<file path="src/rtl/if_id_skid_buffer.sv">
// IF/ID two-entry skid buffer: {PC+4, instruction} from fetch, presented in order to decode.
// Optional stall counter on stall_cnt_o is built when IFID_STALL_CNT_EN is defined.
module if_id_skid_buffer #(
  parameter int unsigned              PC_W      = 32,
  parameter int unsigned              INSTR_W   = 32,
  parameter logic [INSTR_W-1:0]       NOP_INSTR = 32'h0000_0000
) (
  input  logic               clk_i,
  input  logic               rst_i,
  input  logic               flush_i,
  input  logic               in_valid_i,
  output logic               in_ready_o,
  input  logic [PC_W-1:0]    in_pc_i,
  input  logic [INSTR_W-1:0] in_instr_i,
  output logic               out_valid_o,
  input  logic               out_ready_i,
  output logic [PC_W-1:0]    out_pc_o,
  output logic [INSTR_W-1:0] out_instr_o,
  output logic [15:0]        out_imm16_o
`ifdef IFID_STALL_CNT_EN
  ,
  output logic [31:0]        stall_cnt_o
`endif
);

  typedef enum logic [1:0] {
    EMPTY = 2'd0,
    ONE   = 2'd1,
    FULL  = 2'd2
  } state_t;

  state_t state, state_nxt;

  logic [PC_W-1:0]    head_pc_p1, skid_pc_p1;
  logic [INSTR_W-1:0] head_instr_p1, skid_instr_p1;
  logic               vld_p1;

  logic accept, consume;
  logic load_head_in, load_head_skid, load_skid;

  // Handshake flags are pure decodes of the state register, so out_ready_i never reaches in_ready_o.
  assign vld_p1      = (state != EMPTY);
  assign in_ready_o  = (state != FULL);
  assign out_valid_o = vld_p1;

  assign accept  = in_valid_i && in_ready_o;
  assign consume = vld_p1 && out_ready_i;

  always_ff @(posedge clk_i) begin
    if (rst_i) state <= EMPTY;
    else       state <= state_nxt;
  end

  always_comb begin
    state_nxt      = state;
    load_head_in   = 1'b0;
    load_head_skid = 1'b0;
    load_skid      = 1'b0;
    if (flush_i) begin
      state_nxt = EMPTY;
    end else begin
      unique case (state)
        EMPTY: begin
          if (accept) begin
            state_nxt    = ONE;
            load_head_in = 1'b1;
          end
        end
        ONE: begin
          if (accept && consume) begin
            load_head_in = 1'b1;
          end else if (accept) begin
            state_nxt = FULL;
            load_skid = 1'b1;
          end else if (consume) begin
            state_nxt = EMPTY;
          end
        end
        FULL: begin
          if (consume) begin
            state_nxt      = ONE;
            load_head_skid = 1'b1;
          end
        end
        default: state_nxt = EMPTY;
      endcase
    end
  end

  // Stage p1: head and skid storage; cleared on reset so outputs never carry X.
  always_ff @(posedge clk_i) begin
    if (rst_i) begin
      head_pc_p1    <= '0;
      head_instr_p1 <= '0;
      skid_pc_p1    <= '0;
      skid_instr_p1 <= '0;
    end else begin
      if (load_head_in) begin
        head_pc_p1    <= in_pc_i;
        head_instr_p1 <= in_instr_i;
      end else if (load_head_skid) begin
        head_pc_p1    <= skid_pc_p1;
        head_instr_p1 <= skid_instr_p1;
      end
      if (load_skid) begin
        skid_pc_p1    <= in_pc_i;
        skid_instr_p1 <= in_instr_i;
      end
    end
  end

  assign out_pc_o    = vld_p1 ? head_pc_p1    : '0;
  assign out_instr_o = vld_p1 ? head_instr_p1 : NOP_INSTR;
  assign out_imm16_o = out_instr_o[15:0];

`ifdef IFID_STALL_CNT_EN
  function automatic logic [31:0] sat_inc(input logic [31:0] v);
    return (v == 32'hFFFF_FFFF) ? v : v + 32'd1;
  endfunction

  logic [31:0] stall_cnt_p1;

  // Counts decode stalls; flush has no effect on it.
  always_ff @(posedge clk_i) begin
    if (rst_i)                       stall_cnt_p1 <= '0;
    else if (vld_p1 && !out_ready_i) stall_cnt_p1 <= sat_inc(stall_cnt_p1);
  end

  assign stall_cnt_o = stall_cnt_p1;
`endif

endmodule

</file>
<file path="config.mk">
export PLATFORM = sky130hd
export DESIGN_NAME = if_id_skid_buffer
export DESIGN_NICKNAME = d
export VERILOG_FILES = /design/src/rtl/if_id_skid_buffer.sv
export SDC_FILE = /design/constraint.sdc
export NUM_CORES = 1
export LEC_CHECK = 0
export BUFFER_PORTS_ARGS = -buffer_cell sky130_fd_sc_hd__buf_2
export CAP_MARGIN = 40
export CORE_MARGIN = 2
export CORE_UTILIZATION = 42
export DETAILED_ROUTE_END_ITERATION = 16
export GPL_TIMING_DRIVEN = 0
export PLACE_DENSITY = 0.65
export SLEW_MARGIN = 15
export SYNTH_ARGS = -nofsm -noshare
export SYNTH_HDL_FRONTEND = slang
export SYNTH_SLANG_ARGS = --single-unit
</file>
<file path="constraint.sdc">
create_clock -name clk_i -period 2.57 [get_ports clk_i]
set_clock_uncertainty 0.2 [all_clocks]
set_input_delay 0.514 -clock clk_i [delete_from_list [all_inputs] [get_ports clk_i]]
set_output_delay 0.514 -clock clk_i [all_outputs]
set_load 0.005 [all_outputs]
</file>
* Word level (Yosys, flattened, before mapping)
Index checks and enable logic that the tools add are counted.
** Storage, ports and cells
- Register bits after elaboration :: 130
- Input bits :: 69
- Logic and storage cells :: 42
** Operators by class
- Equal/unequal tests :: 7
- Muxes and demuxes :: 22
- Reductions and logical operators :: 8
** Operators by type and width (number)
- $mux 32 :: 6
- $mux 2 :: 5
- $mux 1 :: 9
- $ne 2x2->1 const B :: 4
- $pmux 2 s3 :: 1
- $reduce_and 4->1 :: 1
- $reduce_bool 2->1 :: 2
- $logic_and 1x1->1 :: 3
- $ne 3x3->1 const B :: 1
- $eq 2x1->1 const B :: 1
- $eq 2x2->1 const B :: 1
- $logic_not 2->1 :: 1
- $pmux 1 s2 :: 1
- $reduce_or 2->1 :: 1

* Logic depth before layout (Yosys ltp)
Gate-level depths: netlist of the first run.
- Depth in word-level cells :: 7
- Mapped depth :: 6
- Depth with buffers taken out :: 3

* Worst setup path before layout of the first run
OpenSTA, ideal clock, no wires.
- Kind :: register -> output
- Start point :: register state[1]
- End point :: output port out_instr_o[0]
- Data arrival time :: 1.236 ns
- Required time :: 1.856 ns
- Path slack :: 0.620 ns
- Stages on the path, launching flop included :: 7
- Buffers on the path :: 4
- Cells stage by stage :: dfxtp_1 -> buf_6 -> nor2_1 -> buf_2 -> clkbuf_1 -> nor2b_1 -> buf_4
** Between the ends
- Longest elaborated chain between the ends :: 2
** RTL lines
- start: declaration :: line 32 : state_t state, state_nxt;
- start signal: assignment :: line 51 : else state <= state_nxt;
- $reduce_bool 2->1 :: line 42 : assign vld_p1 = (state != EMPTY);
- $mux 32 :: line 113 : assign out_instr_o = vld_p1 ? head_instr_p1 : NOP_INSTR;
- end: declaration :: line 18 : output logic [INSTR_W-1:0] out_instr_o,
Every way passes these cells.

* Worst setup path after layout of the first run
- Start point :: register state[1]
- End point :: output port out_instr_o[13]
The elaborated chain is that of the path after synthesis.

==> results of run 1 <==
## through the flow
step,hold WS (ns),power [mW],cell area [um2],instances
CTS,0.1522,5.034,7951,1130
global route,0.1563,5.185,7965,1131
floorplan,0.2533,2.491,6392,761
global placement,0.2668,2.689,7373,1098
detailed placement,0.2685,2.693,7373,1098
finish,0.1619,5.010,7965,1131
## cell type report
| type | instances | area (um2) |
|---|---|---|
| sequential | 130 | 2604 |
| multi-input combinational | 530 | 3132 |
| tap | 188 | 235.2 |
| antenna | 1 | 2.502 |
| inverter | 1 | 3.754 |
| fill | 1416 | 7068 |
| timing repair buffer | 149 | 745.7 |
| buffer | 100 | 674.4 |
| clock inverter | 5 | 75.07 |
| clock buffer | 27 | 493.0 |
## repair_timing
action,CTS,global route
endpoints found under the setup margin,66,29
resized for setup,6,9
hold buffers,0,0
pin swaps,0,0
cloned,0,0
## report_power, final
group	internal [mW]	switching (mW)
clock	1.50	0.850
combinational	0.212	0.310
sequential	2.10	0.0389
## cells by family after synthesis
family / count (synthesis)
flip-flops: 130
AND/OR/NAND/NOR: 334
AO/OA/AOI/OAI: 195
buffers and inverters: 101
multiplexers: 1
## placed cells by master (no fill, tap or decap), types with 2 or more instances in the layout
cell type / n
sky130_fd_sc_hd__a21oi_1: 65
sky130_fd_sc_hd__a311oi_1: 54
sky130_fd_sc_hd__a311oi_2: 10
sky130_fd_sc_hd__buf_1: 2
sky130_fd_sc_hd__buf_2: 173
sky130_fd_sc_hd__buf_4: 25
sky130_fd_sc_hd__buf_6: 22
sky130_fd_sc_hd__bufinv_16: 2
sky130_fd_sc_hd__clkbuf_1: 30
sky130_fd_sc_hd__clkbuf_16: 17
sky130_fd_sc_hd__clkbuf_2: 2
sky130_fd_sc_hd__clkbuf_4: 2
sky130_fd_sc_hd__clkbuf_8: 3
sky130_fd_sc_hd__clkinv_2: 3
sky130_fd_sc_hd__dfxtp_1: 129
sky130_fd_sc_hd__nand2_1: 129
sky130_fd_sc_hd__nand2b_1: 2
sky130_fd_sc_hd__nand3_1: 64
sky130_fd_sc_hd__nor2_1: 3
sky130_fd_sc_hd__nor2b_1: 64
sky130_fd_sc_hd__nor3_1: 22
sky130_fd_sc_hd__nor3_2: 42
sky130_fd_sc_hd__o21ai_1: 64
## synth_stat cells
master / count
sky130_fd_sc_hd__a21oi_1: 65
sky130_fd_sc_hd__or3b_4: 1
sky130_fd_sc_hd__o21a_1: 1
sky130_fd_sc_hd__mux2i_1: 1
sky130_fd_sc_hd__nand4bb_1: 1
sky130_fd_sc_hd__and2b_1: 1
sky130_fd_sc_hd__a311oi_1: 54
sky130_fd_sc_hd__buf_2: 25
sky130_fd_sc_hd__o21ai_1: 64
sky130_fd_sc_hd__nand2_1: 129
sky130_fd_sc_hd__nand2b_1: 2
sky130_fd_sc_hd__clkbuf_1: 28
sky130_fd_sc_hd__inv_1: 1
sky130_fd_sc_hd__or3b_2: 1
sky130_fd_sc_hd__nand3_1: 64
sky130_fd_sc_hd__buf_6: 21
sky130_fd_sc_hd__a2111oi_0: 1
sky130_fd_sc_hd__nor2_1: 3
sky130_fd_sc_hd__nand2_2: 1
sky130_fd_sc_hd__nor2b_1: 64
sky130_fd_sc_hd__buf_4: 24
sky130_fd_sc_hd__and4bb_1: 1
sky130_fd_sc_hd__nor3_1: 22
sky130_fd_sc_hd__nand3b_1: 1
sky130_fd_sc_hd__a311oi_2: 10
sky130_fd_sc_hd__dfxtp_1: 130
sky130_fd_sc_hd__nor3b_2: 1
sky130_fd_sc_hd__buf_1: 2
sky130_fd_sc_hd__nor3_2: 42
## final timing paths
kind | to | slack [ns] | cells after the start
max | out_instr_o[13] | 0.12 | 7
min | skid_pc_p1[6] | 0.16 | 3
max reg2reg | head_pc_p1[21] | 0.80 | 5
min reg2reg | head_instr_p1[6] | 0.27 | 2
## flip-flops by register name, summed over array words and instances, names as in the netlist
name           cells
head_instr_p1     32
head_pc_p1        32
skid_pc_p1        32
state              2
skid_instr_p1     32
## routing by layer
metal	up-vias	routed length (um)	global-route usage, %
li1	3035	-	-
met1	2844	8531	31.18
met2	178	8395	34.82
met3	29	909	4.690
met4	0	343	7.822
met5	-	0	0
## worst register-to-register path, stage by stage (launching register included)
cell and delay (ns):
sky130_fd_sc_hd__dfxtp_2 0.39, sky130_fd_sc_hd__nand2b_1 0.09, sky130_fd_sc_hd__buf_4 0.19, sky130_fd_sc_hd__nand2_2 0.24, sky130_fd_sc_hd__buf_2 0.37, sky130_fd_sc_hd__a311oi_2 0.15
==> impl_metrics.sql, run 1 <==
INSERT INTO impl_metrics (metric_group, metric, value, unit) VALUES
('synthesis', 'ys_ff_latch', '130', ''),
('layout', 'flow.area_growth_from_synthesis', '24.60', '%'),
('synthesis', 'mean_syn_cell_area', '8.400', 'um2'),
('synthesis', 'synth_seq_area_share', '40.71', '%'),
('floorplanning', 'die_h', '127.4', 'um'),
('synthesis', 'yosys_warnings', '0', ''),
('power', 'irDropWorstVdd', '394.7', 'uV'),
('drt', 'via_per_inst', '5.381', ''),
('cts', 'cts_tree', 'done', ''),
('synthesis', 'synth_simple_gate_area_share', '28.73', '%'),
('synthesis', 'synth_fp_nets', '830', ''),
('worst_setup_path', 'cp_data_required_time', '1.86', 'ns'),
('placement', 'placer_congestion_estimate', '0.8145', ''),
('power', 'power_density', '629.0', 'nW/um2'),
('cts', 'post_cts_buffers', '0', ''),
('worst_hold_path', 'worst_min_delay_path_category', 'in2reg', ''),
('cts', 'number_of_cts_inserted_buffers', '17', ''),
('floorplanning', 'core_area', '15030', 'um2'),
('cts', 'cts_max_path_buffers', '2', ''),
('drt', 'drcViolationCount', '0', ''),
('cts', 'clock_latency', '0.42', 'ns'),
('synthesis', 'synth-xor-area-share', '0', '%'),
('global_route', 'antenna_found_initial', '1', ''),
('worst_setup_path', 'critical_path.cell_chain', 'buf_6 > nor2_1 > buf_6 > clkbuf_4 > nor2b_1 > buf_4 > buf_2', ''),
('sta', 'totalNegativeSetupSlack', '0', 'ns'),
('sta', 'timing.final.crit_share', '95.38', '%'),
('worst_setup_path', 'worst_setup_path_category', 'reg2out', ''),
('floorplanning', 'initial_cell_density_of_the_core', '42.52', '%'),
('cts', 'cts_root_buffer', 'sky130_fd_sc_hd__clkbuf_16', ''),
('sta', 'finalSetupViolations', '0', ''),
('placement', 'port_buffers', '149', ''),
('placement', 'dp_hpwl', '12480', 'um'),
('drt', 'via_count', '6086', ''),
('cts', 'clkTransAtPathRegs', '0.05', 'ns'),
('global_route', 'grt_pass1_vias', '5655', ''),
('worst_setup_path', 'cp_dominant_cell_by_count', 'sky130_fd_sc_hd__buf_6', ''),
('run', 'maxCapViolCount', '0', ''),
('synthesis', 'main_combinational_cell_family_by_area_after_synthesis', 'simple AND/OR/NAND/NOR gates', ''),
('drt', 'drt_first_iter_violations', '368', ''),
('sta', 'rsz0062_at_grt', 'no', ''),
('sta', 'tightest_slew', '0.6764', 'ns'),
('worst_setup_path', 'worst-path-max-fanout', '10', ''),
('sta', 'max_slew_vio_count', '0', ''),
('global_route', 'grt_pass1_wl', '29100', 'um'),
('drt', 'wire_length_per_cell', '16.07', 'um'),
('cts', 'cts_max_level', '4', ''),
('sta', 'clock.fmax', '408.0', 'MHz'),
('sta', 'worst_slack', '0.1188', 'ns'),
('worst_setup_path', 'startpoint_of_the_most_critical_register_to_register_path', 'state[0]', ''),
('worst_setup_path', 'worst_ep_arrival_time', '1.74', 'ns'),
('global_route', 'grt_max_degree', '17', ''),
('floorplanning', 'core.rowCount', '45', ''),
('synthesis', 'netlist_top_cells_area', 'sky130_fd_sc_hd__dfxtp_1 41%, sky130_fd_sc_hd__nand2_1 7.6%, sky130_fd_sc_hd__a311oi_1 7.4%', ''),
('sta', 'final-hold-violation-count', '0', ''),
('worst_setup_path', 'cp_slowest_stage_delay', '0.30', 'ns'),
('drt', 'drtAntennaViolNets', '0', ''),
('layout', 'nets', '998', ''),
('outcome', 'result_of_the_run', 'finished, final reports clean', ''),
('floorplanning', 'ioPinCount', '151', ''),
('worst_setup_path', 'critical_path_slowest_stage_cell', 'sky130_fd_sc_hd__dfxtp_1', ''),
('sta', 'max-slew-margin-rel', '54.91', '%'),
('global_route', 'grt_remaining_overflow', '0', ''),
('drt', 'detail_route.wirelength', '18180', 'um'),
('worst_setup_path', 'critical_path.startpoint_type', 'flop', ''),
('synthesis', 'synth_fa_ha_area_share', '0', '%'),
('synthesis', 'synth_top_cell_by_area', 'sky130_fd_sc_hd__dfxtp_1', ''),
('worst_setup_path', 'worstSetupEndpointType', 'output pin', ''),
('power', 'power_leakage', '3.081', 'nW'),
('layout', 'finalCoreUtilization', '52.98', '%'),
('synthesis', 'syn_area', '6392', 'um2'),
('synthesis', 'synthesis.instances', '761', '');
Power figures use the tool's default switching activity.
==> run 2: changes to the inputs <==
--- a/config.mk
+++ b/config.mk
@@ -7,11 +7,13 @@
 export LEC_CHECK = 0
 export BUFFER_PORTS_ARGS = -buffer_cell sky130_fd_sc_hd__buf_2
 export CAP_MARGIN = 40
+export CELL_PAD_IN_SITES_DETAIL_PLACEMENT = 1
+export CELL_PAD_IN_SITES_GLOBAL_PLACEMENT = 1
 export CORE_MARGIN = 2
 export CORE_UTILIZATION = 42
 export DETAILED_ROUTE_END_ITERATION = 16
 export GPL_TIMING_DRIVEN = 0
-export PLACE_DENSITY = 0.65
+export PLACE_DENSITY = 0.84
 export SLEW_MARGIN = 15
 export SYNTH_ARGS = -nofsm -noshare
 export SYNTH_HDL_FRONTEND = slang
==> impl_metrics.sql, run 2 (synthesis results as in run 1) <==
INSERT INTO impl_metrics (metric_group, metric, value, unit) VALUES
('sta', 'finalSetupViolations', '0', ''),
('drt', 'drt_first_iter_violations', '291', ''),
('cts', 'cts_max_path_buffers', '2', ''),
('layout', 'nets', '998', ''),
('outcome', 'result_of_the_run', 'finished, final reports clean', ''),
('floorplanning', 'die-area', '16220', 'um2'),
('cts', 'cts_tree', 'done', ''),
('sta', 'min_period', '2.448', 'ns'),
('worst_setup_path', 'worst_setup_path_category', 'reg2out', ''),
('sta', 'final-hold-violation-count', '0', ''),
('sta', 'finalHoldWorstSlack', '0.1606', 'ns'),
('drt', 'dr_wl_met2', '9969', 'um'),
('worst_setup_path', 'critical_path.startpoint_type', 'flop', ''),
('cts', 'clkTransAtPathRegs', '0.06', 'ns'),
('global_route', 'grt_pass1_wl', '32200', 'um'),
('floorplanning', 'die_w', '127.4', 'um'),
('worst_setup_path', 'cp-endpoint', 'out_instr_o[0]', ''),
('worst_setup_path', 'worst_r2r_path_depth', '6', ''),
('floorplanning', 'die_h', '127.4', 'um'),
('drt', 'met3_length', '877', 'um'),
('sta', 'timing.final.crit_share', '95.27', '%'),
('sta', 'max_slew_vio_count', '0', ''),
('worst_setup_path', 'reg2reg_slack', '0.77', 'ns'),
('sta', 'clock.fmax', '408.4', 'MHz'),
('cts', 'cts_max_level', '4', ''),
('run', 'maxCapViolCount', '0', ''),
('floorplanning', 'ioPinCount', '151', ''),
('worst_setup_path', 'terminus_of_the_critical_flop_to_flop_path', 'skid_instr_p1[17]', ''),
('sta', 'rsz0062_at_grt', 'no', ''),
('power', 'power_leakage', '3.073', 'nW'),
('cts', 'number_of_cts_inserted_buffers', '17', ''),
('worst_setup_path', 'cp_data_required_time', '1.86', 'ns'),
('global_route', 'global_route.usage.total', '25.01', '%'),
('floorplanning', 'initial_cell_density_of_the_core', '42.52', '%'),
('sta', 'totalNegativeSetupSlack', '0', 'ns'),
('layout', 'antenna_cells_inserted', '0', ''),
('drt', 'detail_route.wirelength.met1', '8941', 'um'),
('placement', 'dp_hpwl', '14200', 'um'),
('layout', 'layout_common_cells', '173 x sky130_fd_sc_hd__buf_2, 129 x sky130_fd_sc_hd__nand2_1, 129 x sky130_fd_sc_hd__dfxtp_1', ''),
('layout', 'layout.area.seq', '2604', 'um2'),
('floorplanning', 'core_area', '15030', 'um2'),
('layout', 'n_fill_cell', '1856', ''),
('drt', 'drtAntennaViolNets', '0', ''),
('drt', 'wire_length_per_cell', '17.86', 'um'),
('sta', 'max-slew-margin-rel', '52.66', '%'),
('worst_hold_path', 'worst_min_delay_path_category', 'in2reg', ''),
('global_route', 'antenna_found_initial', '0', ''),
('drt', 'drcViolationCount', '0', ''),
('layout', 'finalCoreUtilization', '52.78', '%'),
('placement', 'port_buffers', '149', ''),
('layout', 'flow.area_growth_from_synthesis', '24.13', '%'),
('worst_setup_path', 'worst_ep_arrival_time', '1.73', 'ns'),
('worst_setup_path', 'worstSetupEndpointType', 'output pin', ''),
('global_route', 'grt_max_degree', '17', ''),
('floorplanning', 'core.rowCount', '45', ''),
('sta', 'tightest_slew', '0.7101', 'ns'),
('drt', 'firstDrtPassIters', '5', ''),
('worst_setup_path', 'startpoint_of_the_most_critical_register_to_register_path', 'state[1]', ''),
('cts', 'cts_root_buffer', 'sky130_fd_sc_hd__clkbuf_16', ''),
('layout', 'multi_input_area', '3132', 'um2'),
('power', 'irDropWorstVdd', '491.4', 'uV'),
('layout', 'layout.cells.most_common', 'sky130_fd_sc_hd__buf_2', ''),
('drt', 'detail_route.wirelength', '20170', 'um'),
('worst_setup_path', 'worstSetupStartpoint', 'state[1]', ''),
('global_route', 'grt_remaining_overflow', '0', ''),
('layout', 'drive_gt1_share', '32.62', '%'),
('drt', 'via_count', '6240', ''),
('drt', 'highest-signal-layer', 'met4', ''),
('power', 'power_density', '620.8', 'nW/um2'),
('cts', 'clock_latency', '0.42', 'ns'),
('cts', 'cts.sink_count', '130', ''),
('worst_setup_path', 'worst-path-max-fanout', '10', ''),
('placement', 'placer_congestion_estimate', '0.8239', ''),
('drt', 'via_per_inst', '5.527', ''),
('global_route', 'grt_pass1_vias', '6213', '');
run 2: cell types whose count changed in the layout (fill, tap and decap cells not counted), sizes merged:
cell	change
diode	-1
clkbuf	-2
bufinv	-1
clkinv	+2
run 2: stage by stage:
stage	total power, mW	instances	worst slack [ns]	cell area (um2)
after global placement	2.693	1098	0.1829	7373
after global routing	5.108	1129	0.007157	7935
after floorplan	2.491	761	0.6200	6392
after detailed placement	2.705	1098	0.1621	7373
after CTS	4.958	1129	0.02207	7925
final	4.926	1129	0.1216	7935
run 2: worst min-delay path by stage:
stage,from,end,slack [ns],cells after the start
after floorplan,head_instr_p1[0],head_instr_p1[0],0.25,2
after global placement,head_instr_p1[31],head_instr_p1[31],0.27,2
after detailed placement,head_instr_p1[9],head_instr_p1[9],0.27,2
after CTS,flush_i,state[1],0.14,2
after global routing,in_pc_i[5],skid_pc_p1[5],0.16,3
final,in_pc_i[19],skid_pc_p1[19],0.16,3
run 2: repair_timing:
item                       in CTS  in global routing
setup buffers                   0                  0
resized for setup               7                  7
hold buffers                    0                  0
setup endpoints to repair      66                 19
pin swaps                       0                  0
gates cloned                    0                  0
run 2: power by group:
group	internal, mW	switching [mW]	total [mW]
registers	2.10	0.0409	2.14
logic	0.213	0.319	0.531
clock network	1.39	0.864	2.26
total	3.70	1.22	4.93
run 2: routing by layer:
layer	track usage, %	vias up
li1	-	3017
met1	31.51	3016
met2	42.28	176
met3	5.193	31
met4	9.308	0
met5	0	-
run 2: cell type report:
class                   instances  share of cell area (%)
repair buffers                149                   9.398
well taps                     188                   2.964
flip-flops and latches        130                   32.81
inverters                       1                 0.04730
clock inverters                 6                  0.6938
plain buffers                 100                   8.499
multi-input cells             530                   39.47
clock buffers                  25                   6.118
run 2: critical path, cell delays in order, from the launching register on:
cell                       delay [ns]
sky130_fd_sc_hd__dfxtp_1         0.30
sky130_fd_sc_hd__buf_6           0.13
sky130_fd_sc_hd__nor2_1          0.16
sky130_fd_sc_hd__buf_6           0.18
sky130_fd_sc_hd__clkbuf_4        0.22
sky130_fd_sc_hd__nor2b_1         0.08
sky130_fd_sc_hd__buf_4           0.13
sky130_fd_sc_hd__buf_2           0.11
